<file path="src/rtl/hwpe_stream_split_scheduler.sv">
// Splits one wide input beat across NB_OUT_STREAMS narrow lanes and lets each lane take
// its slice independently; the input beat retires only after every enabled lane has it.
module hwpe_stream_split_scheduler #(
   parameter int unsigned NB_OUT_STREAMS = 2,
   parameter int unsigned DATA_WIDTH_IN  = 128,
   parameter int unsigned CNT_WIDTH      = 16
) (
   input  logic                        clk_i,
   input  logic                        rst_i,
   input  logic                        clear_i,
   input  logic [DATA_WIDTH_IN-1:0]    push_data_i,
   input  logic [DATA_WIDTH_IN/8-1:0]  push_strb_i,
   input  logic                        push_valid_i,
   output logic                        push_ready_o,
   output logic [DATA_WIDTH_IN-1:0]    pop_data_o,
   output logic [DATA_WIDTH_IN/8-1:0]  pop_strb_o,
   output logic [NB_OUT_STREAMS-1:0]   pop_valid_o,
   input  logic [NB_OUT_STREAMS-1:0]   pop_ready_i,
   input  logic [NB_OUT_STREAMS-1:0]   lane_en_i,
   output logic [CNT_WIDTH-1:0]        beat_cnt_o,
   output logic                        busy_o
);

   localparam int unsigned DATA_WIDTH_OUT = DATA_WIDTH_IN / NB_OUT_STREAMS;
   localparam int unsigned STRB_WIDTH_OUT = DATA_WIDTH_OUT / 8;

   typedef enum logic {IDLE = 1'b0, ACTIVE = 1'b1} state_t;

   state_t                    state_q, state_d;
   logic [NB_OUT_STREAMS-1:0] mask_q, mask_d;
   logic [NB_OUT_STREAMS-1:0] served_q, served_d;
   logic [CNT_WIDTH-1:0]      beat_cnt_q, beat_cnt_d;

   logic [NB_OUT_STREAMS-1:0] eff;
   logic [NB_OUT_STREAMS-1:0] hs;
   logic                      done;
   logic                      push_hs;

   // Lanes are sliced positionally, so the data path is a plain wire.
   assign pop_data_o = push_data_i;
   assign pop_strb_o = push_strb_i;

   // The lane mask is frozen once a beat goes partial, so late lane_en_i edits wait a beat.
   assign eff         = (state_q == ACTIVE) ? mask_q : lane_en_i;
   assign pop_valid_o = {NB_OUT_STREAMS{push_valid_i & ~clear_i & ~rst_i}} & eff & ~served_q;
   assign hs          = pop_valid_o & pop_ready_i;
   assign done        = &(~eff | served_q | hs);
   assign push_hs     = push_valid_i & done & ~clear_i & ~rst_i;

   assign push_ready_o = push_hs;
   assign beat_cnt_o   = beat_cnt_q;
   assign busy_o       = (state_q == ACTIVE);

   always_comb begin
      state_d    = state_q;
      mask_d     = mask_q;
      served_d   = served_q;
      beat_cnt_d = beat_cnt_q + (push_hs ? CNT_WIDTH'(1) : CNT_WIDTH'(0));
      if (clear_i) begin
         state_d    = IDLE;
         mask_d     = '0;
         served_d   = '0;
         beat_cnt_d = '0;
      end else begin
         unique case (state_q)
            IDLE: begin
               if (push_valid_i && !done) begin
                  state_d  = ACTIVE;
                  mask_d   = lane_en_i;
                  served_d = hs;
               end
            end
            ACTIVE: begin
               if (done) begin
                  state_d  = IDLE;
                  served_d = '0;
               end else begin
                  served_d = served_q | hs;
               end
            end
            default: state_d = IDLE;
         endcase
      end
   end

   always_ff @(posedge clk_i or posedge rst_i) begin
      if (rst_i) begin
         state_q    <= IDLE;
         mask_q     <= '0;
         served_q   <= '0;
         beat_cnt_q <= '0;
      end else begin
         state_q    <= state_d;
         mask_q     <= mask_d;
         served_q   <= served_d;
         beat_cnt_q <= beat_cnt_d;
      end
   end

   // A partially delivered beat must be held by the producer until every lane has it.
   a_hold_valid: assert property (@(posedge clk_i) disable iff (rst_i)
      (state_q == ACTIVE && !clear_i) |-> push_valid_i)
      else $error("push_valid_i dropped while a beat was partially delivered");

endmodule

</file>
<file path="config.mk">
export PLATFORM = sky130hd
export DESIGN_NAME = hwpe_stream_split_scheduler
export DESIGN_NICKNAME = d
export VERILOG_FILES = /design/src/rtl/hwpe_stream_split_scheduler.sv
export SDC_FILE = /design/constraint.sdc
export NUM_CORES = 1
export LEC_CHECK = 0
export CAP_MARGIN = 40
export CORE_AREA = 2 2 121 123
export DETAILED_ROUTE_END_ITERATION = 10
export DIE_AREA = 0 0 123 125
export GPL_ROUTABILITY_DRIVEN = 0
export PLACE_DENSITY = 0.69
export SETUP_SLACK_MARGIN = 0.5
export SLEW_MARGIN = 0
export SYNTH_ARGS = -nofsm -noshare
export SYNTH_HDL_FRONTEND = slang
export SYNTH_SLANG_ARGS = --single-unit
</file>
<file path="constraint.sdc">
create_clock -name clk_i -period 2.2 [get_ports clk_i]
set_clock_uncertainty 0.15 [all_clocks]
set_input_delay 0.44 -clock clk_i [delete_from_list [all_inputs] [get_ports clk_i]]
set_output_delay 0.44 -clock clk_i [all_outputs]
set_load 0.03 [all_outputs]
</file>
==> results.toml <==
[synthesis]
synth_edf_count = 0
synthFlopType = "dfrtp_1"
synth-seq-cells = 21
synth_area_mm2 = 0.00226
yosysSeqAreaShare_pct = 23.3
avgSynthCellArea_um2 = 8.65
yosysWarnings = 0
syn_nets = 415
ys_types = 34
syn-instance-count = 261
synthArstFlopShare_pct = 100
synth_area_leader_cell = "buf_4"
synth.top_cell.area_share_pct = 48.2
synth_area_leaders = "buf_4 48%, dfrtp_1 23%, xor2_1 4.3%"

[clocking]
worst_skew_pair.late_latency_ps = 260
htree_levels = 1
cts_root_buf = "clkbuf_16"
cts_buffer_depth = 2
clk_pin_slew_worst_paths_ps = 60
cts_tree = "built"
cts_made_buffers = 3
clock_sinks = 21

[global_routing]
track_usage_pct = 8.31
antenna_found_initial = 0
grt_overflow_total = 0
grt_pass1_wl_mm = 9.24
grt_pass1_vias = 1441
grt_start_max_net_pins = 22

[floorplan]
rows = 44
initial_core_util_pct = 15.9
core_mm2 = 0.0142
io_pins = 316
die_w_um = 123
die_area_mm2 = 0.0154
die_h_um = 125

[timing]
fin_ws_ps = -98.3
hold_violations = 0
setup_viol = 5
slew-limit-headroom_pct = 76.1
rsz0062_at_grt = "true"
fin_hold_ws_ps = 179
worst_slew_pin_slew_ps = 359
final.min_clock_period_ps = 2300
finalMaxSlewViolations = 0
fin_crit_sh_pct = 104
clock.fmax_mhz = 435

[route]
dr.pass1.iters = 4
vias = 1326
viasPerCell = 3.74
drt_drc_violations_left = 0
drtIter0Drc = 46
drt-total-wl_mm = 6.53
wl_per_cell_um = 18.4
drt.antenna.violating_nets = 0

[outcome]
violations = "negative setup slack"
status = "finished with violations"

[worst_setup_path]
arrival_ps = 1710
cp_max_fo = 3
rrSetupSlack_ps = -50
timing.critical_path.to_type = "primary output"
path_class = "reg2out"
start_kind = "flop"
critPathRequiredTime_ps = 1610

[hold_path]
hp-class = "in2async"

[placed_design]
hpwl_mm = 4.90
dp_slack_ps = -609
io_buffers = 27
placed_cell_area_mm2 = 0.00182

[cells_and_area]
area_growth_pct = -3.21
drive_above_1_share_pct = 47.4
fin_area_mm2 = 0.00218
final_nets = 326
num-fill-cells = 1581
n_antenna_cell = 0

[power]
power_density_mw_per_mm2 = 440
vdd_ir_drop_max_v = 0.000217
p_leak_nw = 0.868
total_power_mw = 0.961

[job]
maxCapViolCount = 0
==> layer usage <==
layer	vias to the layer above	track usage (%)	routed length [um]
li1	528	-	-
met4	0	7.69	597
met2	117	12.3	2970
met3	83	6.43	1130
met5	-	0	0
met1	598	6.94	1840
==> repair_timing <==
item	CTS	global route
pin swaps	19	17
cloned	1	0
hold buffers	0	0
setup endpoints to repair	41	29
setup buffers	2	7
resized for setup	85	22
==> kinds of logic (layout without fill, tap and decap cells) <==
family	after synthesis	in the layout	synth area share (%)
adder cells (fa/ha/maj)	2	2	1.11
buffers and inverters	152	62	49.4
multiplexers	4	4	1.77
flip-flops	21	21	23.3
AO/OA/AOI/OAI	12	12	4.82
XOR/XNOR	13	13	5.04
AND/OR/NAND/NOR	57	57	14.5
==> placed cells by master, fill, tap and decap left out, types with 3 or more instances in the layout <==
master	synthesis	layout
and4_1	3	3
buf_4	145	21
buf_6	0	10
clkbuf_16	0	3
clkdlybuf4s15_2	0	8
dfrtp_1	21	20
dlygate4sd2_1	0	8
nand2b_1	5	5
nand3_1	7	3
nand3_2	0	4
nand4_1	6	6
nor2_1	15	15
xor2_1	11	11
==> layout make-up <==
class / instances / area [um^2] / share of cell area [%]
inverter: 2 / 7.51 / 0.344
timing repair buffer: 56 / 531 / 24.3
multi-input combinational: 88 / 810 / 37.1
tap: 184 / 230 / 10.5
clock buffer: 3 / 75.1 / 3.44
sequential: 21 / 527 / 24.1
clock inverter: 1 / 5.00 / 0.229
==> path summary, 6_finish.rpt <==
| check | start | end | cells past startpoint |
|---|---|---|---|
| worst max-delay path | busy_o | push_ready_o | 6 |
| worst min register to register | beat_cnt_o[15] | beat_cnt_o[15] | 2 |
| max in group asynchronous | rst_i | busy_o | 4 |
| worst min-delay path | rst_i | mask_q[0] | 4 |
| min in group clk_i | beat_cnt_o[15] | beat_cnt_o[15] | 2 |
| worst max register to register | busy_o | beat_cnt_o[14] | 9 |
==> per-stage QoR <==
step / TNS, ps / instances / util [%]
3_3_place_gp: -9940 / 341 / 12.8
5_1_grt: -624 / 355 / 15.4
6_report: -187 / 355 / 15.4
4_1_cts: 0 / 348 / 14.4
3_5_place_dp: -10590 / 341 / 12.8
2_1_floorplan: -1320 / 261 / -
==> worst max-delay path, cell delays in order (launching register included) <==
cell and delay, ps:
dfrtp_2 440, mux2i_4 200, a211o_1 250, and3_4 200, buf_4 130, buf_6 100
buf_6 120
==> state kept, by name, summed over array words and instances (netlist names) <==
name        flops
beat_cnt_o     16
busy_o          1
mask_q          2
served_q        2
==> synthesized netlist by cell type (all sizes together), types with 3 or more instances <==
master / n
and2: 3
clkbuf: 4
nor2: 15
dfrtp: 21
nor3: 3
xor2: 11
nand4: 6
and4: 3
o21ai: 3
and3: 4
mux2i: 4
buf: 146
nand3: 7
nand2b: 5
==> report_power, final <==
group          internal (mW)  switching [mW]  total, mW
Clock                  0.244           0.147      0.391
Sequential             0.392         0.00693      0.398
Combinational         0.0903          0.0813      0.172
Power figures use the tool's default switching activity.
==> patch 1, RTL diff (same settings) <==
`CNT_WIDTH`: 16 -> 18.
--- a/src/rtl/hwpe_stream_split_scheduler.sv
+++ b/src/rtl/hwpe_stream_split_scheduler.sv
@@ -5,3 +5,3 @@
    parameter int unsigned DATA_WIDTH_IN  = 128,
-   parameter int unsigned CNT_WIDTH      = 16
+   parameter int unsigned CNT_WIDTH      = 18
 ) (
Interface: changed (resized beat_cnt_o); port bits go from 316 to 318. No check against the original RTL was run, so the function may have changed too.
==> patch 1 against the original RTL <==
Wire length rose by 1.1%; area after synthesis increased by 5.3%; critical endpoint unchanged; setup slack worse by 0.016 ns; final area up 13%; count of clock-buffer cells in the layout unchanged; sequential cell count increased by 2; maximum frequency shrank 0.69%; sequential share of layout area shrank 0.56 points; non-clock buffer count is 6 higher; power is 5.8% higher; combinational power grew 5%; synthesized cell count is 4.2% higher; the flow still finishes with violations (setup timing).
==> patch 1: results (changes against the original RTL) <==
qor: cells_and_area.layout-drive-gt1-share 52.6% [was 47.4%]
qor: logic_synthesis.synth_adder_area_share 1.58% [was 1.11%]
qor: route.routed_wire_length 6600 um [was 6530 um]
qor: logic_synthesis.seq_total_area_yosys 24.2% [was 23.3%]
qor: logic_synthesis.synth_compound_gate_area_share 5.79% [was 4.82%]
qor: power.ir_drop 0.000215 V [was 0.000217 V]
qor: sta.worst_slew_pin_slew 0.489 ns [was 0.359 ns]
qor: logic_synthesis.proportion_of_synthesized_area_in_mux_cells 3.11% [was 1.77%]
qor: cts.cts_setup_buffers 7 [was 2]
qor: power.power_leakage 1.06 nW [was 0.868 nW]
qor: run_status.outcome complete, but fails checks [unchanged]
qor: route.drt_iter0_markers 44 [was 46]
qor: cts.clk_root_buffer_cell clkbuf_16 [unchanged]
qor: worst_setup_path.setup.reg_to_reg.worst_slack -0.07 ns [was -0.05 ns]
qor: place.place.port_buffers 29 [was 27]
qor: logic_synthesis.syn_avg_cell_area 8.74 um^2 [was 8.65 um^2]
qor: cts.tritoncts.num_buffers 3 [unchanged]
qor: worst_setup_path.timing.rr.end beat_cnt_o[16] [was beat_cnt_o[14]]
qor: logic_synthesis.mappedNetlistNets 427 [was 415]
qor: sta.final_critical_path_setup_slack -0.114 ns [was -0.0983 ns]
qor: sta.setup_viol_count_final 7 [was 5]
qor: grt.via_count_of_the_first_global_routing_pass 1521 [was 1441]
qor: cells_and_area.final_layout_net_count 346 [was 326]
qor: place.placed_area 2010 um^2 [was 1820 um^2]
qor: place.dp_hpwl 4880 um [was 4900 um]
qor: run_status.violations setup timing [unchanged]
qor: power.netsw 0.000247 W [was 0.000235 W]
qor: grt.grt_pass1_wl 9560 um [was 9240 um]
qor: cts.postcts_resize_cnt 99 [was 85]
qor: logic_synthesis.yosys-top-cells-area buf_4, dfrtp_1, xnor2_1 [was buf_4, dfrtp_1, xor2_1]
qor: place.placedCellCount 355 [was 341]
qor: grt.grt.total_usage 8.37% [was 8.31%]
qor: logic_synthesis.post_synth_num_cell_types 36 [was 34]
qor: cells_and_area.largest_register_ffs 18 [was 16]
qor: sta.hold_slack 0.172 ns [was 0.179 ns]
-- patch 1: worst max path at each step --
stage                 startpoint             end  slack (ns)  cells after the start
finish                    busy_o    push_ready_o       -0.11                      6
global route              busy_o  beat_cnt_o[15]       -0.18                      9
CTS                       busy_o  beat_cnt_o[16]       -0.17                      9
detailed placement  push_valid_i  beat_cnt_o[16]       -0.67                     11
global placement    push_valid_i   beat_cnt_o[8]       -0.59                     12
floorplan                 busy_o  beat_cnt_o[16]       -0.30                     10
-- patch 1: worst reg2reg max path, cell delays in order, from the launching register on --
cell and delay (ns):
dfrtp_2 0.43, mux2i_4 0.26, a211o_1 0.15, and3_4 0.21, ha_4 0.15, ha_4 0.15, nand2_4 0.06, nor4_4 0.18
nand2_1 0.12, mux2_4 0.30
-- patch 1: logic make-up (layout without fill, tap and decap cells) --
family,Yosys count,in the layout
AOI/OAI and AO/OA,17,17
DFF,23,23
muxes,7,7
xor gates and xnor gates,9,9
adders and majority gates,3,3
and+or+nand+nor,61,61
buffers and inverters,152,70
-- patch 1: final cells by class --
type                    count  area, um^2
well taps                 184         230
multi-input cells          97         963
fillers                  1563       11700
clock inverters             1        5.00
clock buffers               3        75.1
repair buffers             62         596
inverters                   4        15.0
flip-flops and latches     23         581
-- patch 1: per-layer routing --
metal | global-route usage [%] | part of all wire [%]
met5 | 3.95 | 1.2
met4 | 9.22 | 11
met3 | 5.06 | 15
met2 | 11.7 | 42
met1 | 7.56 | 30
-- patch 1: power by group through the flow --
stage                     clock, W  combinational [W]  sequential [W]
after floorplan                  0           0.000553        0.000444
after global placement           0           0.000123        0.000443
after detailed placement         0           0.000125        0.000444
after CTS                 0.000410           0.000167        0.000435
after global routing      0.000424           0.000195        0.000436
final                     0.000400           0.000181        0.000435
==> patch 2, RTL diff (same flow settings) <==
Made on the original files. Make the reset (`rst_i`) synchronous in one clocked block.
--- a/src/rtl/hwpe_stream_split_scheduler.sv
+++ b/src/rtl/hwpe_stream_split_scheduler.sv
@@ -85,3 +85,3 @@
 
-   always_ff @(posedge clk_i or posedge rst_i) begin
+   always_ff @(posedge clk_i) begin
       if (rst_i) begin
Formal check against the unedited RTL: differs if rst_i is asserted again (counterexample within 4 cycles, from zero or initial values and one cycle with rst_i high); with rst_i held inactive, the same outputs for 10 cycles.
==> patch 2 against the original RTL <==
Final area down 9.3%; sequential cell count is the same; power is 6.7% lower; cell count rose by 0.56%; synthesized cell count grew 1.5%; area after synthesis fell by 5.0%; wire length fell by 17%; first-iteration DRC count up 24%; sequential power fell by 3%; highest routed layer unchanged; setup slack better by 0.10 ns.
==> patch 2: results (changes against the original RTL) <==
qor: place.placed_area 1760 um^2 [was 1820 um^2]
qor: worst_setup_path.r2r.worst_path.cells 11 [was 9]
qor: power.power_leakage 0.721 nW [was 0.868 nW]
qor: worst_setup_path.timing.rr.start busy_o [unchanged]
qor: logic_synthesis.seq_total_area_yosys 19.6% [was 23.3%]
qor: cells_and_area.n_fill_cell 1631 [was 1581]
qor: cells_and_area.clock_cell_area_share 4.04% [was 3.67%]
qor: logic_synthesis.post_synth_num_cell_types 38 [was 34]
qor: cells_and_area.layout.sequential_cells 21 [unchanged]
qor: logic_synthesis.post_synth_inst_count 265 [was 261]
qor: worst_setup_path.setup.reg_to_reg.worst_slack 0.03 ns [was -0.05 ns]
qor: logic_synthesis.area_share_of_xor_xnor_cells_in_the_synthesized_design 4.08% [was 5.04%]
qor: cells_and_area.layout-drive-gt1-share 40.5% [was 47.4%]
qor: sta.period_minus_slack 2.19 ns [was 2.30 ns]
qor: logic_synthesis.async_flop_share 0% [was 100%]
qor: cells_and_area.multi_input_cells 93 [was 88]
qor: worst_setup_path.cpPeakStageDelay 0.37 ns [was 0.44 ns]
qor: logic_synthesis.synth_flop_cell dfxtp_1 [was dfrtp_1]
qor: run_status.outcome completed [was complete, but fails checks]
qor: place.dp_hpwl 4170 um [was 4900 um]
qor: route.routed_wire_length 5440 um [was 6530 um]
qor: worst_setup_path.timing.rr.end beat_cnt_o[4] [was beat_cnt_o[14]]
qor: route.drt_iter0_markers 57 [was 46]
qor: cells_and_area.inv_count 3 [was 2]
qor: logic_synthesis.post_synth_most_frequent_cells buf_4, dfxtp_1, nor2_1 [was buf_4, dfrtp_1, nor2_1]
qor: sta.slew-limit-headroom 75.0% [was 76.1%]
qor: cts.cts_setup_buffers 8 [was 2]
## patch 2: cell count changes after synthesis, sizes merged, moves of 2 or more
cell and change:
a2111oi -2, a21oi +7, a221oi -2, and3 -3, buf +2, clkbuf -4, dfrtp -21, dfxtp +21
mux2i -2, nand2 +5, nand2b -2, o21ai +5, or3 +3, xor2 -3
## patch 2: worst max-delay path by stage
stage	startpoint	end
after floorplan	busy_o	beat_cnt_o[13]
after global placement	clear_i	beat_cnt_o[14]
after detailed placement	clear_i	beat_cnt_o[12]
after CTS	busy_o	beat_cnt_o[12]
after global routing	busy_o	beat_cnt_o[4]
final	busy_o	push_ready_o
## patch 2: worst register-to-register path: stages (launching register included)
cell and delay [ns]:
dfxtp_4 0.37, mux2i_4 0.20, o32ai_4 0.32, nor2_4 0.08
ha_4 0.18, ha_4 0.17, buf_6 0.12, buf_6 0.11
buf_12 0.11, nand3_2 0.06, xor2_1 0.14, nor2_1 0.05
## patch 2: stage by stage
stage / hold slack [ns] / setup TNS [ns] / power (W) / utilization [%]
detailed placement: 0.333 / -4.37 / 0.000501 / 12.4
finish: 0.346 / 0 / 0.000897 / 14.0
global placement: 0.342 / -4.96 / 0.000499 / 12.4
floorplan: 0.336 / -0.558 / 0.000936 / -
global route: 0.383 / -0.335 / 0.000944 / 14.0
CTS: 0.340 / 0 / 0.000915 / 13.7
## patch 2: power by group
group | internal, W | switching, W
combinational | 0.0000587 | 0.0000595
sequential | 0.000382 | 0.00000365
clock | 0.000244 | 0.000149
## patch 2: routing by layer
layer,global-route usage (%),up-vias,part of all wire (%)
met4,6.62,0,8.7
met3,5.93,64,18
met2,9.65,148,44
met1,5.62,571,30
met5,0,-,0
li1,-,543,-
